`config.mk`:
```
export PLATFORM = sky130hd
export DESIGN_NAME = spi_slave
export DESIGN_NICKNAME = d
export VERILOG_FILES = /design/src/rtl/spi_slave.sv
export SDC_FILE = /design/constraint.sdc
export NUM_CORES = 1
export LEC_CHECK = 0
export CORE_MARGIN = 2
export CORE_UTILIZATION = 40
export DETAILED_ROUTE_END_ITERATION = 8
export DONT_BUFFER_PORTS = 1
export PLACE_DENSITY = 0.63
export SETUP_SLACK_MARGIN = 0.15
export SLEW_MARGIN = 20
export SYNTH_ARGS = -nofsm -noshare
export SYNTH_HDL_FRONTEND = slang
export SYNTH_SLANG_ARGS = --single-unit
```
`constraint.sdc`:
```
create_clock -name clk -period 2.48 [get_ports clk]
set_input_delay 0.248 -clock clk [delete_from_list [all_inputs] [get_ports clk]]
set_output_delay 0.248 -clock clk [all_outputs]
set_load 0.01 [all_outputs]
```
`src/rtl/spi_slave.sv`:
```
// rtl/spi_slave.sv - SPI slave: oversampled serial lines, RX FIFO, TX hold register, req/ack register port
module spi_slave #(
    parameter int DATA_WIDTH  = 8,
    parameter int FIFO_DEPTH  = 4,
    parameter int SYNC_STAGES = 2
) (
    input  logic                  clk,
    input  logic                  rst_n,
    input  logic                  req,
    input  logic                  wr,
    input  logic [1:0]            address,
    input  logic [DATA_WIDTH-1:0] data_in,
    output logic                  ack,
    output logic [DATA_WIDTH-1:0] data_out,
    input  logic                  sclk,
    input  logic                  mosi,
    input  logic                  ss,
    output logic                  miso
);
    localparam int PTR_W = $clog2(FIFO_DEPTH);
    localparam int CNT_W = PTR_W + 1;
    localparam int BIT_W = $clog2(DATA_WIDTH);

    localparam logic [1:0] ADDR_CFG = 2'd0;
    localparam logic [1:0] ADDR_TX  = 2'd1;
    localparam logic [1:0] ADDR_RX  = 2'd2;

    typedef enum logic {IDLE, ACTIVE} state_t;

    state_t state, state_next;

    logic [SYNC_STAGES-1:0] sclk_sync, mosi_sync, ss_sync;
    logic                   sclk_s, mosi_s, ss_s;
    logic                   sclk_d, ss_d;
    logic                   sclk_rise, sclk_fall, lead_edge, trail_edge;
    logic                   sample_edge, shift_edge, ss_rise, ss_fall;

    logic [2:0]             cfg_reg, cfg_act;
    logic                   act_dir, act_cpol, act_cpha;
    logic [DATA_WIDTH-1:0]  tx_hold, tx_shift, rx_shift, rx_next;
    logic                   tx_valid, overrun, underrun, skip_shift;
    logic [BIT_W-1:0]       bit_cnt;

    logic                   start, sample_en, shift_en, word_done, load_tx;
    logic                   do_acc, wr_acc, rd_acc, pop, push, stat_clr;

    logic [DATA_WIDTH-1:0]  mem [FIFO_DEPTH];
    logic [PTR_W-1:0]       wr_ptr, rd_ptr;
    logic [CNT_W-1:0]       cnt;
    logic                   rx_empty, rx_full;
    logic [4:0]             status;

    always_ff @(posedge clk or negedge rst_n) begin
        if (!rst_n) begin
            sclk_sync <= '0;
            mosi_sync <= '0;
            ss_sync   <= '0;
            sclk_d    <= 1'b0;
            ss_d      <= 1'b0;
        end else begin
            sclk_sync <= {sclk_sync[SYNC_STAGES-2:0], sclk};
            mosi_sync <= {mosi_sync[SYNC_STAGES-2:0], mosi};
            ss_sync   <= {ss_sync[SYNC_STAGES-2:0], ss};
            sclk_d    <= sclk_s;
            ss_d      <= ss_s;
        end
    end

    assign sclk_s = sclk_sync[SYNC_STAGES-1];
    assign mosi_s = mosi_sync[SYNC_STAGES-1];
    assign ss_s   = ss_sync[SYNC_STAGES-1];

    assign act_dir  = cfg_act[0];
    assign act_cpol = cfg_act[1];
    assign act_cpha = cfg_act[2];

    // Leading edge leaves the idle level, trailing edge returns to it.
    assign sclk_rise   = sclk_s & ~sclk_d;
    assign sclk_fall   = ~sclk_s & sclk_d;
    assign lead_edge   = act_cpol ? sclk_fall : sclk_rise;
    assign trail_edge  = act_cpol ? sclk_rise : sclk_fall;
    assign sample_edge = act_cpha ? trail_edge : lead_edge;
    assign shift_edge  = act_cpha ? lead_edge : trail_edge;
    assign ss_rise     = ss_s & ~ss_d;
    assign ss_fall     = ~ss_s & ss_d;

    always_ff @(posedge clk or negedge rst_n) begin
        if (!rst_n) begin
            state <= IDLE;
        end else begin
            state <= state_next;
        end
    end

    always_comb begin
        state_next = state;
        start      = 1'b0;
        sample_en  = 1'b0;
        shift_en   = 1'b0;
        case (state)
            IDLE: begin
                if (ss_rise) begin
                    state_next = ACTIVE;
                    start      = 1'b1;
                end
            end
            ACTIVE: begin
                if (ss_fall) begin
                    state_next = IDLE;
                end else begin
                    sample_en = sample_edge;
                    shift_en  = shift_edge;
                end
            end
            default: state_next = IDLE;
        endcase
    end

    assign rx_next   = act_dir ? {rx_shift[DATA_WIDTH-2:0], mosi_s}
                               : {mosi_s, rx_shift[DATA_WIDTH-1:1]};
    assign word_done = sample_en && (bit_cnt == BIT_W'(DATA_WIDTH - 1));
    assign load_tx   = start | word_done;
    assign miso      = (state == ACTIVE) && (act_dir ? tx_shift[DATA_WIDTH-1] : tx_shift[0]);

    // After a load the next shift edge must leave the first out bit in place: always after a
    // completed word, and on entry only when cpha=1 (the first leading edge precedes any sample).
    always_ff @(posedge clk or negedge rst_n) begin
        if (!rst_n) begin
            cfg_act    <= '0;
            bit_cnt    <= '0;
            rx_shift   <= '0;
            tx_shift   <= '0;
            skip_shift <= 1'b0;
        end else begin
            if (start) begin
                cfg_act  <= cfg_reg;
                bit_cnt  <= '0;
                rx_shift <= '0;
            end else if (sample_en) begin
                rx_shift <= rx_next;
                bit_cnt  <= word_done ? '0 : bit_cnt + BIT_W'(1);
            end

            if (load_tx) begin
                tx_shift <= tx_valid ? tx_hold : '0;
            end else if (shift_en && !skip_shift) begin
                tx_shift <= act_dir ? {tx_shift[DATA_WIDTH-2:0], 1'b0}
                                    : {1'b0, tx_shift[DATA_WIDTH-1:1]};
            end

            if (start) begin
                skip_shift <= cfg_reg[2];
            end else if (word_done) begin
                skip_shift <= 1'b1;
            end else if (shift_en) begin
                skip_shift <= 1'b0;
            end
        end
    end

    assign do_acc   = req & ~ack;
    assign wr_acc   = do_acc & wr;
    assign rd_acc   = do_acc & ~wr;
    assign pop      = rd_acc && (address == ADDR_RX) && !rx_empty;
    assign push     = word_done && (!rx_full || pop);
    assign stat_clr = rd_acc && (address == 2'd3);
    assign rx_empty = (cnt == '0);
    assign rx_full  = (cnt == CNT_W'(FIFO_DEPTH));
    assign status   = {overrun, underrun, tx_valid, rx_full, rx_empty};

    always_ff @(posedge clk) begin
        if (push) begin
            mem[wr_ptr] <= rx_next;
        end
    end

    always_ff @(posedge clk or negedge rst_n) begin
        if (!rst_n) begin
            wr_ptr <= '0;
            rd_ptr <= '0;
            cnt    <= '0;
        end else begin
            if (push) begin
                wr_ptr <= wr_ptr + PTR_W'(1);
            end
            if (pop) begin
                rd_ptr <= rd_ptr + PTR_W'(1);
            end
            if (push && !pop) begin
                cnt <= cnt + CNT_W'(1);
            end else if (pop && !push) begin
                cnt <= cnt - CNT_W'(1);
            end
        end
    end

    // A host TX write landing on a load cycle wins: the load takes the old word, the new one stays valid.
    always_ff @(posedge clk or negedge rst_n) begin
        if (!rst_n) begin
            ack      <= 1'b0;
            data_out <= '0;
            cfg_reg  <= '0;
            tx_hold  <= '0;
            tx_valid <= 1'b0;
            overrun  <= 1'b0;
            underrun <= 1'b0;
        end else begin
            ack <= do_acc;

            if (wr_acc && address == ADDR_CFG) begin
                cfg_reg <= data_in[2:0];
            end

            if (wr_acc && address == ADDR_TX) begin
                tx_hold  <= data_in;
                tx_valid <= 1'b1;
            end else if (load_tx) begin
                tx_valid <= 1'b0;
            end

            overrun  <= (word_done && rx_full && !pop) || (overrun && !stat_clr);
            underrun <= (load_tx && !tx_valid) || (underrun && !stat_clr);

            if (rd_acc) begin
                case (address)
                    ADDR_CFG: data_out <= DATA_WIDTH'(cfg_reg);
                    ADDR_TX:  data_out <= tx_hold;
                    ADDR_RX:  data_out <= rx_empty ? '0 : mem[rd_ptr];
                    default:  data_out <= DATA_WIDTH'(status);
                endcase
            end
        end
    end

endmodule

```
==> flow_summary.toml, run 1 <==
[synthesis]
syn_avg_cell_area_sq_um = 13.0
ys_ff_latch = 94
synth_top_area_share_pct = 37.6
synth_cell_type_count = 42
synth_top_area_cell = "dfrtp_1"
syn_nets = 342
async_reset_ff_share_pct = 66.0
synth_area_leaders = "dfrtp_1 38%, edfxtp_1 23%, mux2_2 8.2%"
ys.flop_type = "dfrtp_1"
ys_seq_area_share_pct = 60.9
netlist_area_sq_um = 4120
synth-edff-count = 32
yosysWarnings = 0
synthCells = 317

[setup_path]
rr_worst_depth = 10
end_kind = "register"
path_common_cell = "xor2_1"
path_buf_inv = 1
reg2reg_from = "cfg_act[1]"
cp_slowest_cell = "dfrtp_1"
worstPathRequired_ns = 2.78
crit_fanout = 3
worst_r2r_endpoint = "cnt[2]"
startpoint_type = "register"
critPathTopFamily = "simple AND/OR/NAND/NOR gates"
regToRegSetupSlack_ns = 0.14
arrival_ns = 2.64
cpPeakStageDelay_ns = 0.42
path_class = "register to register"
path_cells = "xor2_2, mux2i_2, nand3_2, and2b_2, ha_4, inv_2, fa_2, xor2_1, nor2_1, xor2_1"

[global_routing]
grt_max_degree = 63
grtUsageTotal_pct = 15.4
grt_remaining_overflow = 0
grt_pass1_vias = 2536
grt_pass1_wl_um = 13100
antenna_found_initial = 0

[floorplanning]
initial_core_util_pct = 40.5
core_sq_um = 10200
ios = 27
die_area_sq_um = 11100
die_x_um = 106
rows = 37
die_y_um = 106

[finish]
regArea_sq_um = 2510
largest_reg_flops = 32
drive_gt1_share_pct = 24.7
antennaDiodeCount = 0
regMostFlops = "mem"
synthToLayoutAreaGrowth_pct = 11.8
num-fill-cells = 931
nets = 356
multiInputGateArea_sq_um = 1540

[hold_path]
min_from = "data_in[2]"
hold-path-cell-count = 1
min-delay-path-class = "primary input to register"
min_to = "cfg_reg[2]"

[routing]
wl_met2_um = 3870
wl_met1_um = 3710
vias = 2470
highest_layer = "met4"
drt-total-wl_um = 8070
wl_met3_um = 349
drc = 0
drt_iter0_drc = 124
postRouteAntennaNets = 0
avgViaCountPerCell = 5.23
wire_per_inst_um = 17.1
drt_first_pass_iters = 5

[pwr]
p_sw_share_pct = 31.1
p_per_area_nw_per_um2 = 850
p_switching_mw = 1.22
peakVddDrop_mv = 0.362
p_int_mw = 2.70
p_leak_nw = 1.82
finalPower_mw = 3.92
seqPwrFrac_pct = 55.1
combPwrFrac_pct = 20.6
p_clk_share_pct = 24.4

[place]
place_congestion = 0.730
place_ws_ns = 0.0604
dp_hpwl_um = 5460
port_buffers = 0

[sta]
finClkSkew_ns = 0.00670
hold_ws_ns = 0.0213
hold_violations = 0
finalCritPeriodShare_pct = 94.3
tightest_slew_ns = 0.748
fin_ws_ns = 0.142
slew_headroom_pct = 50.1
grt_setup_unrepaired = "true"
drv_slew = 0
period_minus_slack_ns = 2.34
setup_viol = 0
max_clock_freq_ghz = 0.428

[clock_network]
clk_latency_ns = 0.37
max-clock-path-buffers = 2
cts_tree = "yes"
cts_buffers = 9
clk_pin_slew_worst_paths_ns = 0.09
cts_sinks = 94
cts_root_buffer = "clkbuf_8"
htreeDepth = 3

[flow_run]
maxCapViolCount = 0

[outcome]
status = "complete, no violations"
[power groups by stage]
stage	logic (mW)	registers, mW	clock network (mW)
floorplan	0.676	2.02	0
global placement	0.698	2.18	0
detailed placement	0.720	2.19	0
CTS	0.781	2.16	0.984
global route	0.897	2.20	1.03
finish	0.806	2.16	0.955
[stage by stage]
stage,util (%),std cells,instance area [sq um],setup TNS (ns)
finish,45.3,472,4610,0
global route,45.3,472,4610,-0.0153
floorplan,-,317,4140,-0.0181
global placement,42.2,445,4290,0
CTS,44.9,468,4570,0
detailed placement,42.2,445,4290,0
[worst max-delay path by stage]
stage / endpoint / cells past startpoint / slack (ns) / startpoint
detailed placement: cnt[2] / 10 / 0.06 / cfg_act[1]
CTS: cnt[2] / 10 / 0.16 / cfg_act[2]
finish: cnt[2] / 10 / 0.14 / cfg_act[1]
global placement: cnt[2] / 10 / 0.18 / cfg_act[1]
floorplan: cnt[2] / 11 / -0.02 / ack
global route: cnt[2] / 10 / -0.02 / cfg_act[1]
[final cells by class]
class	count	share of cell area [%]
flip-flops and latches	94	54.5
multi-input cells	198	33.5
well taps	136	3.69
repair buffers	18	3.58
clock buffers	10	2.99
clock inverters	6	0.977
inverters	10	0.814
[timing repair]
action | CTS | global route
hold buffers | 5 | 0
hold endpoints to repair | 65 | 0
setup endpoints to repair | 18 | 34
pin swaps | 3 | 5
gates cloned | 0 | 0
gates resized for setup | 2 | 5
buffers inserted | 2 | 4
[cell usage after synthesis, types with 3 or more instances]
| cell | n |
|---|---|
| inv_1 | 10 |
| dfrtp_1 | 62 |
| mux2_2 | 30 |
| mux4_2 | 8 |
| nor2b_1 | 4 |
| nor2_1 | 11 |
| o21ai_0 | 24 |
| a22oi_1 | 5 |
| nand2_1 | 35 |
| mux2i_1 | 10 |
| a21oi_1 | 8 |
| xor2_1 | 3 |
| edfxtp_1 | 32 |
| clkbuf_1 | 10 |
| and2_1 | 5 |
| nand2b_1 | 3 |
| nand3_1 | 17 |
| xnor2_1 | 4 |
| ha_1 | 7 |
[cells by family after synthesis]
family                     count (synthesis)  synth area share (%)
and+or+nand+nor                           85                  10.3
xor gates and xnor gates                   7                  1.49
muxes                                     49                  15.3
adders and majority gates                  8                  2.61
DFF                                       94                  60.9
buffers and inverters                     25                  2.52
AOI/OAI and AO/OA                         49                  6.86
[worst register-to-register path, cell delays in order (launching register included)]
cell and delay (ns):
dfrtp_1 0.42, xor2_2 0.23, mux2i_2 0.30, nand3_2 0.14, and2b_2 0.28, ha_4 0.14
inv_2 0.03, fa_2 0.32, xor2_1 0.14, nor2_1 0.12, xor2_1 0.14
[routing by layer]
layer / vias up / track usage, %
met4: 0 / 6.02
met1: 1244 / 20.9
met5: - / 0
li1: 1157 / -
met3: 14 / 3.53
met2: 55 / 24.1
[layout by cell type (no fill, tap or decap), drive strengths merged, types with 4 or more instances in the layout]
master,count
ha,7
clkinvlp,4
buf,14
nand3,18
and2,5
a21oi,8
nor2b,4
mux2i,10
inv,12
nand2,35
mux2,31
o21ai,26
a22oi,5
edfxtp,32
clkbuf,10
mux4,8
xnor2,4
dfrtp,62
nor2,11
dlygate4sd3,4
(Power assumes the default switching activity.)
==> run 2, diff against run 1 <==
--- a/config.mk
+++ b/config.mk
@@ -10,7 +10,6 @@
 export DETAILED_ROUTE_END_ITERATION = 8
 export DONT_BUFFER_PORTS = 1
 export PLACE_DENSITY = 0.63
-export SETUP_SLACK_MARGIN = 0.15
 export SLEW_MARGIN = 20
 export SYNTH_ARGS = -nofsm -noshare
 export SYNTH_HDL_FRONTEND = slang
==> run 2 against run 1 <==
Against the previous run: combinational power shrank 2.9%; critical path depth unchanged; final cell count shrank 0.42%; clock power about the same; non-clock buffer count fell by 2; register-to-register slack is essentially flat; final area decreased by 0.41%; highest routed layer unchanged; global-route usage hardly changed; clock skew is 0.00072 ns lower.
==> flow_summary.toml, run 2 (synthesis gave the netlist of run 1 again) <==
[outcome]
status = "complete, no violations"

[floorplanning]
core_sq_um = 10200
initial_core_util_pct = 40.5
die_area_sq_um = 11100
rows = 37
ios = 27
die_x_um = 106
die_y_um = 106

[global_routing]
grt_pass1_wl_um = 13100
antenna_found_initial = 0
grt_remaining_overflow = 0
grtUsageTotal_pct = 15.4
grt_pass1_vias = 2545
grt_max_degree = 63

[sta]
grt_setup_unrepaired = "false"
setup_viol = 0
max_clock_freq_ghz = 0.428
final.setup.tns_ns = 0
hold_violations = 0
finalCritPeriodShare_pct = 94.3
tightest_slew_ns = 0.739
drv_slew = 0
fin_ws_ns = 0.142
finClkSkew_ns = 0.00598
period_minus_slack_ns = 2.34
hold_ws_ns = 0.0208
slew_headroom_pct = 50.7

[setup_path]
crit_fanout = 3
path_cells = "xor2_2, mux2i_2, nand3_2, and2b_2, ha_4, inv_2, fa_2, xor2_1, nor2_1, xor2_1"
cpPeakStageDelay_ns = 0.42
path_class = "register to register"
end_kind = "register"
worstPathRequired_ns = 2.74
arrival_ns = 2.60
startpoint_type = "register"
cp_slowest_cell = "dfrtp_1"
path_common_cell = "xor2_1"

[clock_network]
clk_latency_ns = 0.37
cts_root_buffer = "clkbuf_8"
cts_tree = "yes"
cts_buffers = 9
clk_pin_slew_worst_paths_ns = 0.09
cts_sinks = 94
htreeDepth = 3
max-clock-path-buffers = 2

[routing]
wire_per_inst_um = 17.1
avgViaCountPerCell = 5.24
drt_first_pass_iters = 4
drt-total-wl_um = 8030
drt_iter0_drc = 117
vias = 2464
postRouteAntennaNets = 0
drc = 0

[finish]
final_cell_mix = "62 x dfrtp_1, 35 x nand2_1, 32 x edfxtp_1"
nets = 354
final_cells = 470
fin_area_sq_um = 4590
final_common_cell = "dfrtp_1"
synthToLayoutAreaGrowth_pct = 11.4
drive_gt1_share_pct = 23.4
largest_reg_flops = 32
regMostFlops = "mem"
antennaDiodeCount = 0

[pwr]
p_leak_nw = 1.81
peakVddDrop_mv = 0.361
p_per_area_nw_per_um2 = 848

[place]
place_ws_ns = 0.0604
placedCellCount = 445
place_congestion = 0.730
dp_hpwl_um = 5460
port_buffers = 0
placed_area_sq_um = 4290

[hold_path]
min-delay-path-class = "primary input to register"

[flow_run]
maxCapViolCount = 0
## run 2: changes by cell type in the layout (fill, tap and decap cells not counted), sizes merged
cell	delta
buf	-2
## run 2: layer usage
metal	part of all wire, %	GRT usage (%)
met1	46	20.9
met5	0	0
met3	4.6	3.53
met2	48	23.7
met4	2.3	6.77
## run 2: path summary, 6_finish.rpt
check | startpoint | end | slack [ns] | cells past startpoint
min reg2reg | sclk_sync[0] | sclk_sync[1] | 0.36 | 0
max in group asynchronous | rst_n | rx_shift[2] | 1.82 | 2
min | data_in[2] | cfg_reg[2] | 0.02 | 1
max | cfg_act[2] | cnt[2] | 0.14 | 10
max reg2reg | cfg_act[2] | cnt[2] | 0.14 | 10
min in group asynchronous | rst_n | tx_shift[7] | 0.40 | 2
## run 2: what timing repair did
action,CTS,global route
endpoints found under the hold margin,65,0
resized for setup,0,4
endpoints found under the setup margin,0,34
buffers inserted,0,4
hold buffers,5,0
## run 2: area by class of cell
type                            instances  area [sq um]
Fill cell                             933          5590
Sequential cell                        94          2510
Multi-Input combinational cell        198          1540
Tap cell                              136           170
Timing Repair Buffer                   16           150
Clock buffer                           10           138
Clock inverter                          6          45.0
Inverter                               10          37.5
## run 2: report_power, final
part / total, mW / switching [mW] / internal, mW
Combinational: 0.783 / 0.337 / 0.446
Sequential: 2.16 / 0.315 / 1.84
Clock: 0.955 / 0.559 / 0.396
Total: 3.89 / 1.21 / 2.68
## run 2: metrics by stage
stage / utilization, % / power (mW)
floorplan: - / 2.69
global placement: 42.2 / 2.88
detailed placement: 42.2 / 2.91
CTS: 44.6 / 3.90
global route: 45.1 / 4.11
finish: 45.1 / 3.89
## run 2: worst max-delay path, delay by kind of cell (launching register included)
family,cells,cell delay (ns)
xor+xnor,3,0.52
buf+inv,1,0.03
mux,1,0.28
flops,1,0.42
fa+ha+maj,2,0.46
simple gates,3,0.51
